`config.mk`:
```
export PLATFORM = sky130hd
export DESIGN_NAME = pc_fetch_ctrl
export DESIGN_NICKNAME = d
export VERILOG_FILES = /design/src/rtl/pc_fetch_ctrl.sv
export SDC_FILE = /design/constraint.sdc
export NUM_CORES = 1
export LEC_CHECK = 0
export ABC_CLOCK_PERIOD_IN_PS = 2400
export CAP_MARGIN = 20
export CORE_AREA = 2 2 101 103
export CTS_BUF_LIST = sky130_fd_sc_hd__clkbuf_4
export CTS_CLUSTER_DIAMETER = 150
export DETAILED_ROUTE_END_ITERATION = 10
export DIE_AREA = 0 0 103 105
export DONT_BUFFER_PORTS = 1
export PLACE_DENSITY = 0.59
export SLEW_MARGIN = 20
export SYNTH_ARGS = -nofsm -noshare
export SYNTH_HDL_FRONTEND = slang
export SYNTH_SLANG_ARGS = --single-unit
```
`constraint.sdc`:
```
create_clock -name clk -period 2.4 [get_ports clk]
set_input_delay 0.24 -clock clk [delete_from_list [all_inputs] [get_ports clk]]
set_output_delay 0.24 -clock clk [all_outputs]
set_load 0.02 [all_outputs]
```
`src/rtl/pc_fetch_ctrl.sv`:
```
// Program-counter sequencing and single-outstanding instruction fetch for the RV32I core.
// Define PC_MISALIGN_TRAP_EN to trap misaligned redirects to TRAP_VEC instead of truncating them.
//
// state | meaning
// BOOT  | drive RESET_PC into the PC register, no request
// REQ   | fetch request presented at current_pc
// WAIT  | request accepted, waiting for the response beat
// OUT   | instruction held for decode
// DROP  | squashed request outstanding, discard its response
module pc_fetch_ctrl #(
   parameter int unsigned           DATA_WIDTH = 32,
   parameter logic [DATA_WIDTH-1:0] RESET_PC   = '0,
   parameter logic [DATA_WIDTH-1:0] TRAP_VEC   = 32'h4
) (
   input  logic                  clk,
   input  logic                  rst,
   input  logic [DATA_WIDTH-1:0] current_pc,
   output logic [DATA_WIDTH-1:0] next_pc,
   output logic                  imem_req_valid,
   input  logic                  imem_req_ready,
   output logic [DATA_WIDTH-1:0] imem_req_addr,
   input  logic                  imem_resp_valid,
   input  logic [DATA_WIDTH-1:0] imem_resp_data,
   output logic                  if_valid,
   input  logic                  if_ready,
   output logic [DATA_WIDTH-1:0] if_pc,
   output logic [DATA_WIDTH-1:0] if_instr,
   input  logic                  redirect_valid,
   input  logic [DATA_WIDTH-1:0] redirect_pc,
   output logic                  misalign_trap,
   output logic [DATA_WIDTH-1:0] trap_tval
);

   typedef enum logic [2:0] {BOOT, REQ, WAIT, OUT, DROP} state_t;

   localparam logic [DATA_WIDTH-1:0] PC_STEP = DATA_WIDTH'(4);

   state_t                state, state_d;
   logic                  redir;
   logic                  latch_instr;
   logic [DATA_WIDTH-1:0] redir_target;

   // Redirects arriving while still booting are dropped; the boot PC wins.
   assign redir         = redirect_valid && (state != BOOT);
   assign imem_req_addr = current_pc;
   assign if_pc         = current_pc;

`ifdef PC_MISALIGN_TRAP_EN
   logic misaligned;

   assign misaligned   = (redirect_pc[1:0] != 2'b00);
   assign redir_target = misaligned ? TRAP_VEC : redirect_pc;

   always_ff @(posedge clk) begin
      if (rst) begin
         misalign_trap <= 1'b0;
         trap_tval     <= '0;
      end else begin
         misalign_trap <= redir && misaligned;
         if (redir && misaligned) begin
            trap_tval <= redirect_pc;
         end
      end
   end
`else
   assign redir_target  = redirect_pc & {{(DATA_WIDTH-2){1'b1}}, 2'b00};
   assign misalign_trap = 1'b0;
   assign trap_tval     = '0;
`endif

   always_comb begin
      state_d        = state;
      next_pc        = current_pc;
      imem_req_valid = 1'b0;
      if_valid       = 1'b0;
      latch_instr    = 1'b0;
      case (state)
         BOOT: begin
            next_pc = RESET_PC;
            state_d = REQ;
         end
         REQ: begin
            imem_req_valid = 1'b1;
            if (redir) begin
               next_pc = redir_target;
               state_d = imem_req_ready ? DROP : REQ;
            end else if (imem_req_ready) begin
               state_d = WAIT;
            end
         end
         WAIT: begin
            if (redir) begin
               next_pc = redir_target;
               state_d = imem_resp_valid ? REQ : DROP;
            end else if (imem_resp_valid) begin
               latch_instr = 1'b1;
               state_d     = OUT;
            end
         end
         OUT: begin
            if (redir) begin
               next_pc = redir_target;
               state_d = REQ;
            end else begin
               if_valid = 1'b1;
               if (if_ready) begin
                  next_pc = current_pc + PC_STEP;
                  state_d = REQ;
               end
            end
         end
         DROP: begin
            if (redir) begin
               next_pc = redir_target;
            end
            if (imem_resp_valid) begin
               state_d = REQ;
            end
         end
         default: state_d = BOOT;
      endcase
   end

   always_ff @(posedge clk) begin
      if (rst) begin
         state    <= BOOT;
         if_instr <= '0;
      end else begin
         state <= state_d;
         if (latch_instr) begin
            if_instr <= imem_resp_data;
         end
      end
   end

endmodule

```
Yosys cells after proc, flatten, opt, wreduce, memory -nomap -nowiden
Cells that the tools add are included.
- add/subtract/negate cells: 1
- equal/unequal tests: 8
- multiplexer cells: 20
- reduce and logical (&&, ||, !) cells: 5
- operator list (cell ; number):
    $mux W32 ; 3
    $pmux W32 S3 ; 1
    $add A32 B3 Y32 const B ; 1
    $mux W3 ; 9
    $pmux W3 S5 ; 1
    $ne A3 B3 Y1 const B ; 3
    $eq A3 B2 Y1 const B ; 2
    $mux W1 ; 6
    $reduce_and A4 Y1 ; 1
    $eq A3 B1 Y1 const B ; 1
    $eq A3 B3 Y1 const B ; 1
    $logic_not A3 Y1 ; 1
    $reduce_bool A3 Y1 ; 1
    $reduce_or A3 Y1 ; 1
    $ne A2 B2 Y1 const B ; 1
    $logic_and A1 B1 Y1 ; 1
- bits in registers: 35
- bits of input ports: 102
- output and inout bits: 163
- logic and storage cells: 36

Depth between registers and ports, before layout
- depth in word-level cells: 4
- mapped depth: 9
- depth with buffers taken out: 7

Worst setup path before layout
No wires, ideal clock.
- kind: register to output
- from: register state[2]
- to: output next_pc[22]
- arrival: 1.969 ns
- data required time: 2.160 ns
- slack: 0.191 ns
- stages on the path, launching flop included: 6
- path buffers: 2
- cell sequence: dfxtp_1 -> buf_2 -> o31ai_2 -> nand2_1 -> clkbuf_1 -> o311ai_0
- cells in the longest elaborated chain, start to end: 4
- elaborated cells on any way between the ends: 11
- classes of those cells: eq/ne: 4; mux: 3; reduce/logical: 4
- ends and longest elaborated chain (element ; RTL line ; text):
    start: declaration ; 38 ; state_t state, state_d;
    start signal: assignment ; 129 ; state <= state_d;
    $reduce_bool A3 Y1 ; 44 ; assign redir = redirect_valid && (state != BOOT);
    $logic_and A1 B1 Y1 ; 44 ;
    $mux W32 (on tied branches) ; n/a ;
    $pmux W32 S3 (*) ; 77 ; case (state)
    end: declaration ; 18 ; output logic [DATA_WIDTH-1:0] next_pc,
Every way passes the cells marked *; elsewhere a longest branch is shown, timed or not.

Worst setup path in the final report
Ends and elaborated chain as after synthesis.

==> flow_summary_export.csv <==
group,metric,value,unit
floorplan,core,9640,um2
yosys,synth-edff-count,0,
route,drc,0,
clock_network,cts-root-buf,"clkbuf_4",
yosys,syn_inst,550,
run,maxCapViolations,0,
min_path,whs_path_depth,2,
global_routing,grt_pass1_vias,3289,
timing,hold_violations,0,
timing,finalCriticalPeriod,2.35,ns
clock_network,clock_sinks,35,
timing,rsz0062_at_grt,"true",
global_routing,grt.total_usage,0.192,
global_routing,grt-ovfl-total,0,
clock_network,h-tree-depth,2,
clock_network,cts_buffers,5,
floorplan,die_h,105,um
floorplan,io_pins,265,
setup_path,required,2.16,ns
yosys,ys_ff_latch,35,
yosys,syn_avg_cell_area,6.73,um2
route,dr_total_vias,3711,
global_routing,antenna_found_initial,0,
timing,maxSlewViolCount,0,
cells_and_area,register_area,712,um2
yosys,synth_top_flop_cell,"dfxtp_1",
route,detail_route.wl_per_cell,17.8,um
route,viasPerCell,5.76,
floorplan,die_w,103,um
run_status,outcome,"completed",
cells_and_area,syn_to_final_growth,-0.845,%
placed_design,dpl.hpwl,8560,um
yosys,async_flop_share,0,
clock_network,clkLatencyLatePin,0.33,ns
global_routing,grt_max_degree,36,
route,drt_wl_total,11500,um
global_routing,grt_pass1_wl,16700,um
min_path,hold_path_class,"input pin to flop",
cells_and_area,final_cells,644,
timing,setup_violations,0,
clock_network,path_clk_slew,0.11,ns
timing,clock_skew,0.0104,ns
yosys,synth_area,3700,um2
floorplan,initial_core_util,0.384,
yosys,ys.warnings.count,0,
placed_design,dp_cells,624,
route,drtIter0Drc,299,
setup_path,rr_worst_depth,7,
pwr,p_leak,1.39,nW
cells_and_area,drive_gt1_frac,0.162,
setup_path,critPathLaunchType,"flop",
placed_design,gp_congestion,0.885,
placed_design,portBuffers,0,
setup_path,crit_path_end_kind,"output port",
route,dr.pass1.iters,5,
floorplan,design.die.area,10800,um2
yosys,ys_types,64,
cells_and_area,nFillCells,1042,
clock_network,clk_path_buf_depth,2,
pwr,ir_drop,0.000403,V
setup_path,path_max_fanout,13,
yosys,synth_seq_area_share,0.189,
floorplan,rows,36,
cells_and_area,nets,613,
timing,period_share,0.978,
pwr,power_density,431,nW/um2
setup_path,crit_arrival,2.11,ns
cells_and_area,insertedDiodeCount,0,
pwr,total_power,1.58,mW
route,antenna_left,0,
setup_path,path_class,"flop to output port",
cells_and_area,multi_input_area,2200,um2
timing,fmax,0.426,GHz
clock_network,cts_tree,"built",
cells in the final DEF, fill, tap and decap left out, drive strengths merged, types with 3 or more instances in the layout:
cell type,synthesis,final
o211ai,3,3
conb,1,33
and2,4,4
o311ai,3,3
a31oi,8,8
clkbuf,17,6
o22ai,3,3
a32oi,6,6
nand4,15,15
o32ai,4,4
dfxtp,35,35
xor2,5,5
nand2b,6,6
buf,120,53
nor3,8,8
o21ai,31,31
nor2,25,25
o31ai,5,5
dlygate4sd3,0,5
nand2,99,99
nor4,5,5
o32a,3,3
nand3,11,11
a21oi,70,70
o21a,5,5
and3,8,8
and4,4,4
nor2b,4,4
inv,10,10
worst paths after layout:
kind	from	endpoint	slack, ns
setup / recovery	state[2]	next_pc[22]	0.05
hold / removal	imem_resp_data[10]	if_instr[10]	0.03
setup reg to reg	state[2]	if_instr[17]	0.40
hold reg to reg	if_instr[27]	if_instr[27]	0.56
routing by layer:
layer / GRT usage / wire length [um]
met5: 0 / 0
met4: 0.0555 / 262
met1: 0.224 / 4250
met2: 0.333 / 5700
met3: 0.0589 / 1270
state kept, by name, summed over array words and instances, names as in the netlist:
name and count:
if_instr 32, state 3
critical path, stage by stage, from the launching register on:
cell and delay (ns):
dfxtp_4 0.40, buf_12 0.14, buf_4 0.13, o21ai_1 0.14, o21ai_2 0.14, buf_6 0.18
a311o_1 0.32, o311ai_0 0.11, buf_4 0.21
cell usage after synthesis, drive strengths merged (6+ instances only):
cell / count / area share
buf: 120 / 0.23
nand2: 99 / 0.10
a21oi: 70 / 0.095
dfxtp: 35 / 0.19
o21ai: 31 / 0.043
nor2: 25 / 0.027
clkbuf: 17 / 0.018
nand4: 15 / 0.029
nand3: 11 / 0.015
inv: 10 / 0.010
a31oi: 8 / 0.014
and3: 8 / 0.014
nor3: 8 / 0.011
a32oi: 6 / 0.014
nand2b: 6 / 0.010
cell families (layout without fill, tap and decap cells):
group / after synthesis / in the layout / share of synthesized area
compound gates: 163 / 163 / 0.277
simple gates: 197 / 197 / 0.258
other cells: 1 / 33 / 0.00101
flops: 35 / 35 / 0.189
mux: 1 / 1 / 0.00270
buf+inv: 147 / 76 / 0.257
xor+xnor: 5 / 5 / 0.0118
fa+ha+maj: 1 / 1 / 0.00338
stage by stage:
step                      setup WS (ns)  hold WS, ns  utilization  TNS (ns)  cell area (um2)
after floorplan                   0.191        0.376            -         0             3820
after global placement            0.343        0.312        0.355         0             3420
after detailed placement          0.307        0.313        0.355         0             3420
after CTS                        0.0214      0.00991        0.364         0             3510
after global routing            -0.0665      0.00249        0.381    -0.182             3670
final                            0.0523       0.0277        0.381         0             3670
power by group:
group / switching (mW) / total (mW) / internal, mW
sequential: 0.0219 / 0.611 / 0.589
clock: 0.203 / 0.327 / 0.124
combinational: 0.395 / 0.643 / 0.248
layout make-up:
cell class,instances,share of cell area
clock buffer,6,0.0123
clock inverter,2,0.00341
inverter,10,0.0102
multi-input combinational,400,0.601
sequential,35,0.194
tap,133,0.0453
timing repair buffer,58,0.134
repair_timing:
item                                    in CTS  in global routing
pin swaps                                    0                  6
gates cloned                                 0                  0
hold buffers                                 2                  4
gates resized for setup                      3                 18
setup buffers                                0                  6
endpoints found under the hold margin       35                  4
endpoints found under the setup margin      13                 18
Note: power is estimated with default switching activity, not from simulation.
